### config.mk
export PLATFORM = sky130hd
export DESIGN_NAME = tcm_sram_port_ctrl
export DESIGN_NICKNAME = d
export VERILOG_FILES = /design/src/rtl/tcm_sram_port_ctrl_pkg.sv /design/src/rtl/tcm_sram_port_ctrl_resp_fifo.sv /design/src/rtl/tcm_sram_port_ctrl.sv
export SDC_FILE = /design/constraint.sdc
export NUM_CORES = 1
export LEC_CHECK = 0
export CAP_MARGIN = 5
export CORE_UTILIZATION = 50
export DETAILED_ROUTE_END_ITERATION = 8
export PLACE_DENSITY = 0.85
export REMOVE_ABC_BUFFERS = 1
export SYNTH_ARGS = -nofsm -noshare
export SYNTH_HDL_FRONTEND = slang
export SYNTH_HIERARCHICAL = 1
export SYNTH_SLANG_ARGS = --single-unit
### constraint.sdc
create_clock -name clk_i -period 3.49 [get_ports clk_i]
set_clock_uncertainty 0.1 [all_clocks]
set_input_delay 0.5235 -clock clk_i [delete_from_list [all_inputs] [get_ports clk_i]]
set_output_delay 0.5235 -clock clk_i [all_outputs]
set_load 0.03 [all_outputs]
### src/rtl/tcm_sram_port_ctrl_pkg.sv
// ---------------------------------------------------------------------------
// tcm_pkg
// Shared types and helpers for the TCM SRAM port controller.
//   resp_entry_t   : one buffered response {data, tag, error}
//   TCM_FIFO_DEPTH : response buffer depth (two entries matches the credit
//                    limit of one in-flight access plus one buffered word)
//   tcm_in_window  : tests whether a base-relative byte offset falls inside
//                    a 2^(aw+3)-byte SRAM window
// ---------------------------------------------------------------------------
package tcm_pkg;

  localparam int unsigned TCM_FIFO_DEPTH = 2;

  // Tag field is sized for the widest tag any instance may use; narrower
  // instances zero-extend on push and slice on pop.
  localparam int unsigned TCM_TAG_W_MAX  = 16;

  typedef struct packed {
    logic [31:0]              data;
    logic [TCM_TAG_W_MAX-1:0] tag;
    logic                     error;
  } resp_entry_t;

  // Unsigned window test: offset < 2^(aw+3). Written as a shift so that
  // every offset bit takes part and no 33-bit compare is needed.
  function automatic logic tcm_in_window(input logic [31:0] offset,
                                         input int unsigned aw);
    return ((offset >> (aw + 32'd3)) == 32'd0);
  endfunction

endpackage

### src/rtl/tcm_sram_port_ctrl_resp_fifo.sv
// ---------------------------------------------------------------------------
// tcm_resp_fifo
// Two-entry, in-order response buffer. Head entry is driven straight from
// storage flops so the response outputs are registered.
//   clk_i, rst_ni  : clock, asynchronous active-low reset
//   push_i         : write push_entry_i at the tail
//   push_entry_i   : entry to store
//   pop_i          : drop the head entry (ignored when empty)
//   head_o         : oldest stored entry
//   count_o        : number of stored entries (0..2)
// Push and pop in the same cycle are legal at any occupancy.
//
// tcm_resp_fifo_chk
// Companion checker: flags a push while the buffer is already full.
// ---------------------------------------------------------------------------
module tcm_resp_fifo
  import tcm_pkg::*;
(
  input  logic        clk_i,
  input  logic        rst_ni,
  input  logic        push_i,
  input  resp_entry_t push_entry_i,
  input  logic        pop_i,
  output resp_entry_t head_o,
  output logic [1:0]  count_o
);

  resp_entry_t mem_q [TCM_FIFO_DEPTH];
  resp_entry_t mem_d [TCM_FIFO_DEPTH];
  // One-bit pointers wrap naturally for a depth of two.
  logic        rd_ptr_q, rd_ptr_d;
  logic        wr_ptr_q, wr_ptr_d;
  logic [1:0]  count_q,  count_d;
  logic        pop_ok_s;
  logic        push_ok_s;

  // Next-state for storage, pointers and occupancy.
  always_comb begin
    mem_d     = mem_q;
    rd_ptr_d  = rd_ptr_q;
    wr_ptr_d  = wr_ptr_q;
    count_d   = count_q;
    pop_ok_s  = pop_i && (count_q != 2'd0);
    // A full buffer can still take a push when the head leaves this cycle.
    push_ok_s = push_i && ((count_q != 2'd2) || pop_ok_s);

    if (push_ok_s) begin
      mem_d[wr_ptr_q] = push_entry_i;
      wr_ptr_d        = wr_ptr_q + 1'b1;
    end else begin
      wr_ptr_d        = wr_ptr_q;
    end

    if (pop_ok_s) begin
      rd_ptr_d = rd_ptr_q + 1'b1;
    end else begin
      rd_ptr_d = rd_ptr_q;
    end

    case ({push_ok_s, pop_ok_s})
      2'b10:   count_d = count_q + 2'd1;
      2'b01:   count_d = count_q - 2'd1;
      default: count_d = count_q;
    endcase
  end

  // Buffer state registers.
  always_ff @(posedge clk_i or negedge rst_ni) begin
    if (!rst_ni) begin
      for (int i = 0; i < TCM_FIFO_DEPTH; i++) begin
        mem_q[i] <= '0;
      end
      rd_ptr_q <= 1'b0;
      wr_ptr_q <= 1'b0;
      count_q  <= 2'd0;
    end else begin
      mem_q    <= mem_d;
      rd_ptr_q <= rd_ptr_d;
      wr_ptr_q <= wr_ptr_d;
      count_q  <= count_d;
    end
  end

  assign head_o  = mem_q[rd_ptr_q];
  assign count_o = count_q;

endmodule

module tcm_resp_fifo_chk (
  input logic       clk_i,
  input logic       rst_ni,
  input logic       push_i,
  input logic [1:0] count_i
);

  // The credit limit guarantees a slot for every push.
  a_no_push_when_full : assert property (
    @(posedge clk_i) disable iff (!rst_ni) !(push_i && (count_i == 2'd2))
  );

endmodule

### src/rtl/tcm_sram_port_ctrl.sv
// ---------------------------------------------------------------------------
// tcm_sram_port_ctrl
// Upstream controller for one RW port of the 32x64 dual-port TCM SRAM macro.
// Front side (core):
//   req_valid_i/req_accept_o  request handshake
//   req_rd_i, req_wr_i[3:0]   read / byte-enable write (write wins)
//   req_addr_i, req_data_i    byte address, 32-bit write data
//   req_tag_i                 tag echoed on the response
//   resp_valid_o/resp_ready_i response handshake
//   resp_data_o, resp_tag_o, resp_error_o
// Back side (macro, same clock):
//   sram_csb_o, sram_web_o    active-low select / write enable
//   sram_wmask_o[7:0]         byte mask over the 64-bit word
//   sram_addr_o, sram_din_o   word address, duplicated write data
//   sram_dout_i               read data, valid only at the posedge ending
//                             the cycle after the macro registered the read
// Request to response latency is two cycles; at most two requests are
// outstanding (one at the macro, one buffered), so the buffer never
// overflows.
// ---------------------------------------------------------------------------
module tcm_sram_port_ctrl
  import tcm_pkg::*;
#(
  parameter int unsigned SRAM_AW   = 5,
  parameter logic [31:0] BASE_ADDR = 32'h0000_0000,
  parameter int unsigned TAG_W     = 8
) (
  input  logic               clk_i,
  input  logic               rst_ni,
  input  logic               req_valid_i,
  input  logic               req_rd_i,
  input  logic [3:0]         req_wr_i,
  input  logic [31:0]        req_addr_i,
  input  logic [31:0]        req_data_i,
  input  logic [TAG_W-1:0]   req_tag_i,
  output logic               req_accept_o,
  output logic               resp_valid_o,
  input  logic               resp_ready_i,
  output logic [31:0]        resp_data_o,
  output logic [TAG_W-1:0]   resp_tag_o,
  output logic               resp_error_o,
  output logic               sram_csb_o,
  output logic               sram_web_o,
  output logic [7:0]         sram_wmask_o,
  output logic [SRAM_AW-1:0] sram_addr_o,
  output logic [63:0]        sram_din_o,
  input  logic [63:0]        sram_dout_i
);

  logic [31:0]        offset_s;
  logic               in_range_s;
  logic               is_wr_s;
  logic [2:0]         credit_s;
  logic               accept_s;
  logic               fire_s;
  logic [1:0]         fifo_count_s;
  resp_entry_t        push_entry_s;
  resp_entry_t        head_s;

  // Capture of the access currently at the macro.
  logic               inflight_q, inflight_d;
  logic [TAG_W-1:0]   cap_tag_q,  cap_tag_d;
  logic               cap_hi_q,   cap_hi_d;
  logic               cap_rd_q,   cap_rd_d;
  logic               cap_err_q,  cap_err_d;

  // Address and data pins keep their last driven value when idle.
  logic [SRAM_AW-1:0] addr_hold_q, addr_hold_d;
  logic [63:0]        din_hold_q,  din_hold_d;

  logic               unused_s;

  assign offset_s   = req_addr_i - BASE_ADDR;
  assign in_range_s = tcm_in_window(offset_s, SRAM_AW);
  assign is_wr_s    = (req_wr_i != 4'd0);

  // Credit counts every accepted access that has not yet left the buffer.
  assign credit_s   = {1'b0, fifo_count_s} + {2'b00, inflight_q};
  // Registers only, plus the reset gate so nothing is accepted in reset.
  assign accept_s   = rst_ni && (credit_s < 3'd2);
  assign fire_s     = req_valid_i && accept_s && (req_rd_i || is_wr_s);

  // Macro pin drive in the fire cycle; the macro registers them at the
  // following posedge.
  always_comb begin
    sram_csb_o   = 1'b1;
    sram_web_o   = 1'b1;
    sram_wmask_o = 8'h00;
    sram_addr_o  = addr_hold_q;
    sram_din_o   = din_hold_q;
    if (fire_s) begin
      sram_csb_o  = ~in_range_s;
      sram_web_o  = ~is_wr_s;
      sram_addr_o = offset_s[SRAM_AW+2:3];
      sram_din_o  = {req_data_i, req_data_i};
      if (is_wr_s) begin
        sram_wmask_o = offset_s[2] ? {req_wr_i, 4'b0000} : {4'b0000, req_wr_i};
      end else begin
        sram_wmask_o = 8'h00;
      end
    end else begin
      sram_csb_o   = 1'b1;
      sram_web_o   = 1'b1;
      sram_wmask_o = 8'h00;
    end
  end

  // Next-state for the in-flight capture and the held pin values.
  always_comb begin
    inflight_d  = fire_s;
    cap_tag_d   = cap_tag_q;
    cap_hi_d    = cap_hi_q;
    cap_rd_d    = cap_rd_q;
    cap_err_d   = cap_err_q;
    addr_hold_d = addr_hold_q;
    din_hold_d  = din_hold_q;
    if (fire_s) begin
      cap_tag_d   = req_tag_i;
      cap_hi_d    = offset_s[2];
      cap_rd_d    = ~is_wr_s;
      cap_err_d   = ~in_range_s;
      addr_hold_d = offset_s[SRAM_AW+2:3];
      din_hold_d  = {req_data_i, req_data_i};
    end else begin
      cap_tag_d   = cap_tag_q;
      cap_hi_d    = cap_hi_q;
      cap_rd_d    = cap_rd_q;
      cap_err_d   = cap_err_q;
      addr_hold_d = addr_hold_q;
      din_hold_d  = din_hold_q;
    end
  end

  // In-flight capture and held pin registers.
  always_ff @(posedge clk_i or negedge rst_ni) begin
    if (!rst_ni) begin
      inflight_q  <= 1'b0;
      cap_tag_q   <= '0;
      cap_hi_q    <= 1'b0;
      cap_rd_q    <= 1'b0;
      cap_err_q   <= 1'b0;
      addr_hold_q <= '0;
      din_hold_q  <= 64'd0;
    end else begin
      inflight_q  <= inflight_d;
      cap_tag_q   <= cap_tag_d;
      cap_hi_q    <= cap_hi_d;
      cap_rd_q    <= cap_rd_d;
      cap_err_q   <= cap_err_d;
      addr_hold_q <= addr_hold_d;
      din_hold_q  <= din_hold_d;
    end
  end

  // Response entry built from macro dout. It is pushed at the posedge that
  // ends the cycle after the fire, the only edge where dout is defined.
  always_comb begin
    push_entry_s       = '0;
    push_entry_s.tag   = TCM_TAG_W_MAX'(cap_tag_q);
    push_entry_s.error = cap_err_q;
    if (cap_rd_q && !cap_err_q) begin
      push_entry_s.data = cap_hi_q ? sram_dout_i[63:32] : sram_dout_i[31:0];
    end else begin
      push_entry_s.data = 32'd0;
    end
  end

  tcm_resp_fifo u_resp_fifo (
    .clk_i        (clk_i),
    .rst_ni       (rst_ni),
    .push_i       (inflight_q),
    .push_entry_i (push_entry_s),
    .pop_i        (resp_ready_i),
    .head_o       (head_s),
    .count_o      (fifo_count_s)
  );

  tcm_resp_fifo_chk u_resp_fifo_chk (
    .clk_i   (clk_i),
    .rst_ni  (rst_ni),
    .push_i  (inflight_q),
    .count_i (fifo_count_s)
  );

  assign req_accept_o = accept_s;
  assign resp_valid_o = (fifo_count_s != 2'd0);
  assign resp_data_o  = head_s.data;
  assign resp_tag_o   = head_s.tag[TAG_W-1:0];
  assign resp_error_o = head_s.error;

  // Byte-lane address bits and spare tag bits carry no information here.
  assign unused_s = ^{offset_s[1:0], head_s.tag};

endmodule
* After elaboration in Yosys (flattened, before gate mapping)
Index checks and enable logic that the tools add are counted.
** Operators by class
- Add/subtract/negate cells :: 5
- Order comparisons :: 4
- Equality and inequality tests :: 3
- Muxes and demuxes :: 16
- Bitwise gates (word level) :: 4
- Reductions and logical operators :: 14
** Operators by type and width (number)
- 2-to-1 mux 49 bit :: 4
- bitwise mux 98 bit :: 1
- 2-to-1 mux 32 bit :: 2
- 2-to-1 mux 64 bit :: 1
- demux 49 bit (select 1 bit) :: 1
- zero test 32 bit :: 1
- 2-to-1 mux 8 bit :: 3
- logical AND 1 bit :: 7
- 2-to-1 mux 5 bit :: 1
- >= comparator 2 bit, second input constant :: 2
- NOT 1 -> 2 bit :: 2
- case mux 2 bit (2 select lines) :: 1
- nonzero test 2 bit :: 2
- nonzero test 4 bit :: 1
- adder 2 x 1 -> 3 bit :: 1
- < comparator 3 x 2 -> 1 bit, second input constant :: 1
- adder 1 bit, second input constant :: 2
- adder 2 x 1 -> 2 bit, second input constant :: 1
- equality test 2 x 1 -> 1 bit, second input constant :: 1
- equality test 2 bit, second input constant :: 1
- logical OR 1 bit :: 2
- < comparator 2 x 1 -> 1 bit, second input constant :: 1
- 2-to-1 mux 1 bit :: 2
- != test 2 bit, second input constant :: 1
- other kinds (3) :: 4
** Word-level totals
- Bits in registers :: 183
- Output and inout port bits :: 122
- Logic and storage cells :: 62

* Depth between registers and ports, before layout
Gate-level depths: netlist of the first run.
- Word-level depth :: 6
- Mapped depth :: 6
- Mapped depth without buffers :: 6

* By module
The synthesis of the first run kept the hierarchy.
** By module, submodules not included
- tcm_resp_fifo :: times used 1, cells each 278, area an instance 4408.0 um2, sequential area each 2552.4 um2
- tcm_sram_port_ctrl :: times used 1, cells each 397, area an instance 3537.1 um2, sequential area each 2026.9 um2

* Least setup slack after synthesis of the first run
Ideal clock, no wire load.
- Path type :: in2out
- Start :: input port req_wr_i[0]
- End :: output port sram_addr_o[0]
- Arrival time :: 1.933 ns
- Required time :: 2.866 ns
- Path slack :: 0.934 ns
- Stages on the path :: 6
- Cell sequence :: or4_4 -> o2111ai_4 -> buf_4 -> buf_4 -> nand2_1 -> nand2_1
** Between the ends
- Word-level cells in the longest chain between the ends :: 4
** RTL lines
- start: declaration :: line tcm_sram_port_ctrl.sv:32 : input logic [3:0] req_wr_i,
- nonzero test 4 bit :: line tcm_sram_port_ctrl.sv:75 : assign is_wr_s = (req_wr_i != 4'd0);
- logical OR 1 bit :: line tcm_sram_port_ctrl.sv:81 : assign fire_s = req_valid_i && accept_s && (req_rd_i || is_wr_s);
- logical AND 1 bit :: line tcm_sram_port_ctrl.sv:81
- 2-to-1 mux 5 bit
- end: declaration :: line tcm_sram_port_ctrl.sv:45 : output logic [SRAM_AW-1:0] sram_addr_o,
Every way passes these cells.

* Final worst setup path of the first run
- Start :: input port req_wr_i[0]
- End :: output port sram_din_o[10]
** Between the ends
- Word-level cells in the longest chain between the ends :: 4
** RTL lines
- nonzero test 4 bit :: line tcm_sram_port_ctrl.sv:75
- logical OR 1 bit :: line tcm_sram_port_ctrl.sv:81
- logical AND 1 bit :: line tcm_sram_port_ctrl.sv:81
- 2-to-1 mux 64 bit :: line tcm_sram_port_ctrl.sv:91 : if (fire_s) begin
- end: declaration :: line tcm_sram_port_ctrl.sv:46 : output logic [63:0] sram_din_o,
Every way passes these cells.

==> metrics.txt, run 1 <==
CP max-delay cell or4_4; largest net degree at the start of global routing 85; aggregate routed wire length ~18000 µm; Root Buffer clkbuf_16; Crit Reg-Reg Startpoint u_resp_fifo/count_o[1]$_DFFE_PN0P_; power density cells ~850 mW/mm²; drt wl/cell about 17 µm; synthesized area per cell ~11 µm²; Die Wd 123 µm; DRT Pass-1 Iters 4; Worst slew margin 0.306; clk_lat worst skew between 400 and 500 ps; Setup CP Type in2out; # hold bufs at CTS 0; worst reg-to-reg setup slack about 1400 ps; io pins between 200 and 300; RSZ-0062 raised after global routing no; FF-to-FF path depth 4; crit-path cells clkdlybuf4s50_1, or4_4, o2111ai_4, buf_4, nand2_1, nand2_1, buf_4; fin crit period ~3300 ps; vias in the first global route roughly 5900; Setup Buffers After CTS 0; Total GRT Usage 0.248; vias per cell ~5.1; Final GP Congestion slightly below 0.8; Hold Path Class in2async; Post-Syn Instances between 600 and 700; Nets 1037; status finished, final reports clean; Post-CTS Resized 0; total core area roughly 0.014 mm²; chip height roughly 120 µm; dpl hpwl ~13000 µm; Num CTS Buffers 17; Overall Power just under 9 mW; die area between 0.015 and 0.02 mm²; via count 5535; P&R area growth vs syn 45.0%; grt total ovfl 0; WP data arrival approximately 2700 ps; DRT iter0 DRCs between 200 and 250; Syn. warnings 6; worst slack, placed slightly above 200 ps; post-route setup slack about 170 ps; biggest cell delay along the critical path 570 ps; mapped cell area 0.00727 mm²; count of buffers from port buffering between 200 and 300; Max Clk Rate around 0.30 GHz; Post-Place Cells roughly 1100; DRC 0; Static Leak approximately 5.2 nW; Initial Util 0.518; RR Endpoint u_resp_fifo/mem_q[18]$_DFFE_PN0P_; max_cap viols 0; worst-margin pin slew approximately 1000 ps; ant diodes 0; CTS tree built; CP required 2870 ps; Clock transition at path regs ~60 ps; final antenna-violating net count 0; Max Buffers Root-to-Sink 2; startpoint types input pin; Layout Cells excl Fill 1084; hold slack roughly 280 ps; FP Rows 43; first-pass GRT wire length roughly 28000 µm; Final Core Density 0.751; Sink Count 167; Max VDD drop 0.711 mV; layout cell share with drive strength beyond 1 0.261; Final Cycle Share 0.951; H-Tree Depth 4; Crit. End Element output port; final hold violation count 0; endpoints failing setup 0; antenna violations before repair 0; Slew Limit Fails 0; CP max FO between 40 and 50
==> critical path: cells and delay by family <==
kind	cells	cell delay [ps]
simple gates	3	850
compound gates	1	240
buf+inv	3	1040
==> sequential cells by signal, summed over array words and instances (netlist names) <==
signal and flops:
u_resp_fifo/count_o 2, u_resp_fifo/rd_ptr_q 1, addr_hold_q 5, din_hold_q 64
cap_err_q 1, u_resp_fifo/mem_q 82, cap_hi_q 1, inflight_q 1
u_resp_fifo/wr_ptr_q 1, cap_rd_q 1, cap_tag_q 8
==> worst max-delay path by stage <==
stage / depth (start not counted) / start / to / slack, ps
3_5_place_dp: 7 / req_wr_i[0] / sram_din_o[10] / 200
3_3_place_gp: 8 / req_wr_i[0] / sram_din_o[54] / 260
6_report: 7 / req_wr_i[0] / sram_din_o[10] / 170
2_1_floorplan: 5 / req_wr_i[0] / sram_din_o[0] / -250
5_1_grt: 7 / req_wr_i[0] / sram_din_o[53] / 100
4_1_cts: 7 / req_wr_i[0] / sram_din_o[10] / 190
==> power by group <==
part / internal (mW) / switching (mW)
clock: 1.23 / 0.737
sequential: 2.61 / 0.419
combinational: 1.66 / 2.25
==> cell usage in the layout (no fill, tap or decap), types with 4 or more instances in the layout <==
| master | count |
|---|---|
| bufinv_16 | 4 |
| clkbuf_16 | 17 |
| and3_1 | 5 |
| mux2_2 | 107 |
| and2_1 | 5 |
| buf_12 | 5 |
| nor2_1 | 33 |
| nand2_1 | 205 |
| mux2i_1 | 32 |
| nor4_1 | 6 |
| mux2_1 | 16 |
| clkinv_2 | 4 |
| clkdlybuf4s50_1 | 186 |
| buf_4 | 82 |
| dfrtp_1 | 165 |
==> layout make-up <==
class | instances | area, µm²
Clock buffer | 20 | 457
Clock inverter | 12 | 174
Fill cell | 864 | 3500
Inverter | 1 | 3.75
Multi-Input combinational cell | 430 | 2910
Sequential cell | 167 | 4180
Tap cell | 180 | 225
Timing Repair Buffer | 274 | 2590
==> stage by stage <==
step / TNS [ps] / instance area [µm²]
after global routing: 0 / 10500
after global placement: 0 / 9910
final: 0 / 10500
after floorplan: -17110 / 7080
after detailed placement: 0 / 9910
after CTS: 0 / 10500
==> layer usage <==
metal | wire length, µm | global-route usage | vias to the layer above | part of all wire
li1 | - | - | 2615 | -
met1 | 6950 | 0.278 | 2657 | 0.39
met2 | 9100 | 0.429 | 225 | 0.50
met3 | 1550 | 0.0878 | 38 | 0.086
met4 | 444 | 0.0998 | 0 | 0.025
met5 | 0 | 0 | - | 0
No activity file was read; power rests on OpenSTA's default activity.
==> inputs of run 2 (changes only) <==
--- a/config.mk
+++ b/config.mk
@@ -6,6 +6,8 @@
 export NUM_CORES = 1
 export LEC_CHECK = 0
 export CAP_MARGIN = 5
+export CORE_ASPECT_RATIO = 0.5
+export CORE_MARGIN = 4
 export CORE_UTILIZATION = 50
 export DETAILED_ROUTE_END_ITERATION = 8
 export PLACE_DENSITY = 0.85
==> run 2 against run 1 <==
Effect of this change: hold slack worse by 120 ps; final cell count is 1.2% higher; clock power is 4% lower; non-clock buffer count is 2 higher; via count is 0.18% higher; core utilization is 0.69 points higher; flip-flop and latch count stayed put; sequential share of layout area is 0.075 points higher; worst setup slack better by 75 ps; power is 1.6% lower; sequential power hardly changed; final area is 0.19% lower; critical path type unchanged; critical endpoint is now sram_din_o[12]; largest power group unchanged; highest routed layer unchanged.
==> metrics.txt, run 2 (synthesis results as in run 1) <==
Nets 1039 (was 1037); RSZ-0062 raised after global routing no (unchanged); first-pass GRT wire length 29500 µm (was 28200 µm); io pins 267 (unchanged); Initial Util 0.524 (was 0.518); final hold violation count 0 (unchanged); Die Wd 179 µm (was 123 µm); fin crit period 3240 ps (was 3320 ps); layout cell share with drive strength beyond 1 0.251 (was 0.261); post-route setup slack 248 ps (was 173 ps); biggest cell delay along the critical path 580 ps (was 570 ps); Num CTS Buffers 17 (unchanged); P&R area growth vs syn 44.7% (was 45.0%); Crit Reg-Reg Startpoint u_resp_fifo/count_o[1]$_DFFE_PN0P_ (unchanged); Sink Count 167 (unchanged); vias in the first global route 5906 (was 5866); Placed Instance Area 0.00993 mm² (was 0.00991 mm²); # hold bufs at CTS 0 (unchanged); Setup Buffers After CTS 0 (unchanged); top flop regs u_resp_fifo/mem_q (82), din_hold_q (64), cap_tag_q (8) (unchanged); status finished, final reports clean (unchanged); crit-path cells clkdlybuf4s50_1, or4_4, o2111ai_4, buf_4, nand2_1, nand2_1, buf_4 (unchanged); die area 0.0167 mm² (was 0.0150 mm²); RR Endpoint u_resp_fifo/mem_q[42]$_DFFE_PN0P_ (was u_resp_fifo/mem_q[18]$_DFFE_PN0P_); dpl hpwl 13100 µm (was 12600 µm); DRT Pass-1 Iters 5 (was 4); Hold Path Class in2async (unchanged); WP data arrival 2620 ps (was 2690 ps); Finished Cell Area 0.0105 mm² (about the same); largest net degree at the start of global routing 168 (was 85); Most flops, register u_resp_fifo/mem_q (unchanged); DRT iter0 DRCs 227 (was 205); worst slack, placed 263 ps (was 204 ps); ant diodes 0 (unchanged); Total GRT Usage 0.225 (was 0.248); CP max-delay cell or4_4 (unchanged); power density cells 834 mW/mm² (was 846 mW/mm²); Worst slew margin 0.359 (was 0.306); Max VDD drop 0.610 mV (was 0.711 mV); Setup CP Type in2out (unchanged); Clock transition at path regs 60 ps (about the same); CP max FO 28 (was 47); leading cell types in the layout, fill and taps excluded nand2_1 (205), clkdlybuf4s50_1 (193), dfrtp_1 (165), mux2_2 (107), buf_4 (79) (was nand2_1 (205), clkdlybuf4s50_1 (186), dfrtp_1 (165), mux2_2 (107), buf_4 (82)); Post-CTS Resized 0 (unchanged); H-Tree Depth 4 (unchanged); Max Clk Rate 0.308 GHz (was 0.301 GHz); clk_lat worst skew 410 ps (was 420 ps); Max Buffers Root-to-Sink 2 (unchanged); Slew Limit Fails 0 (unchanged); commonest non-fill, non-tap cell in the layout nand2_1 (unchanged); CTS tree built (unchanged); worst-margin pin slew 961 ps (was 1040 ps); count of buffers from port buffering 264 (unchanged); FP Rows 30 (was 43); Root Buffer clkbuf_16 (unchanged); drt wl/cell 17.0 µm (was 16.6 µm); vias per cell 5.05 (was 5.11); Static Leak 5.18 nW (was 5.23 nW); Final GP Congestion 0.827 (was 0.776); max_cap viols 0 (unchanged); antenna violations before repair 0 (unchanged); Buffers & Inverters on Critical Path 3 (unchanged); via count 5545 (was 5535); total core area 0.0139 mm² (was 0.0140 mm²); CP required 2870 ps (about the same); max FFs per register 82 (unchanged); Crit. End Element output port (unchanged); FF-to-FF path depth 4 (unchanged); final antenna-violating net count 0 (unchanged); aggregate routed wire length 18700 µm (was 18000 µm); endpoints failing setup 0 (unchanged); grt total ovfl 0 (unchanged); DRC 0 (unchanged); Final Core Density 0.757 (was 0.751); setup total negative slack 0 ps (unchanged); startpoint types input pin (unchanged); chip height 93.3 µm (was 123 µm); Top delay family on crit path buffers and inverters (unchanged); Final Cycle Share 0.929 (was 0.951); worst reg-to-reg setup slack 1480 ps (was 1440 ps)
## run 2: cell count changes in the layout (fill, tap and decap cells not counted)
cell / previous run / this run
buf_12: 5 / 3
clkdlybuf4s50_1: 186 / 193
bufinv_16: 4 / 3
clkinv_4: 2 / 3
clkinvlp_4: 1 / 3
buf_4: 82 / 79
clkbuf_1: 1 / 4
clkbuf_8: 2 / 0
clkinv_2: 4 / 0
## run 2: area by class of cell
cell class                 count  area (µm²)
sequential                   167        4180
clock inverter                10         148
clock buffer                  21         440
timing repair buffer         276        2600
tap                          192         240
inverter                       1        3.75
multi-input combinational    430        2910
fill                         929        3370
## run 2: how the worst max path moves through the flow
stage / startpoint / endpoint / slack [ps] / cells past startpoint
floorplan: req_wr_i[0] / sram_din_o[0] / -250 / 5
global placement: req_wr_i[0] / sram_din_o[42] / 280 / 7
detailed placement: req_wr_i[0] / sram_din_o[62] / 260 / 7
CTS: req_wr_i[0] / sram_din_o[12] / 250 / 7
global route: req_wr_i[0] / sram_din_o[32] / 120 / 7
finish: req_wr_i[0] / sram_din_o[12] / 250 / 7
## run 2: routing by layer
metal	part of all wire	up-vias	global-route usage
li1	-	2625	-
met1	0.40	2717	0.262
met2	0.52	170	0.411
met3	0.059	33	0.0513
met4	0.021	0	0.0753
met5	0	-	0
## run 2: where the power goes
group          internal [mW]  switching [mW]
clock                   1.13           0.757
sequential              2.61           0.400
combinational           1.63            2.25
total                   5.37            3.40
## run 2: metrics by stage
stage               std cells  total power, mW  hold slack, ps
floorplan                 598             5.31             128
global placement         1066             6.82             356
detailed placement       1066             6.94             359
CTS                      1097             8.86             224
global route             1097             9.25             227
finish                   1097             8.78             163
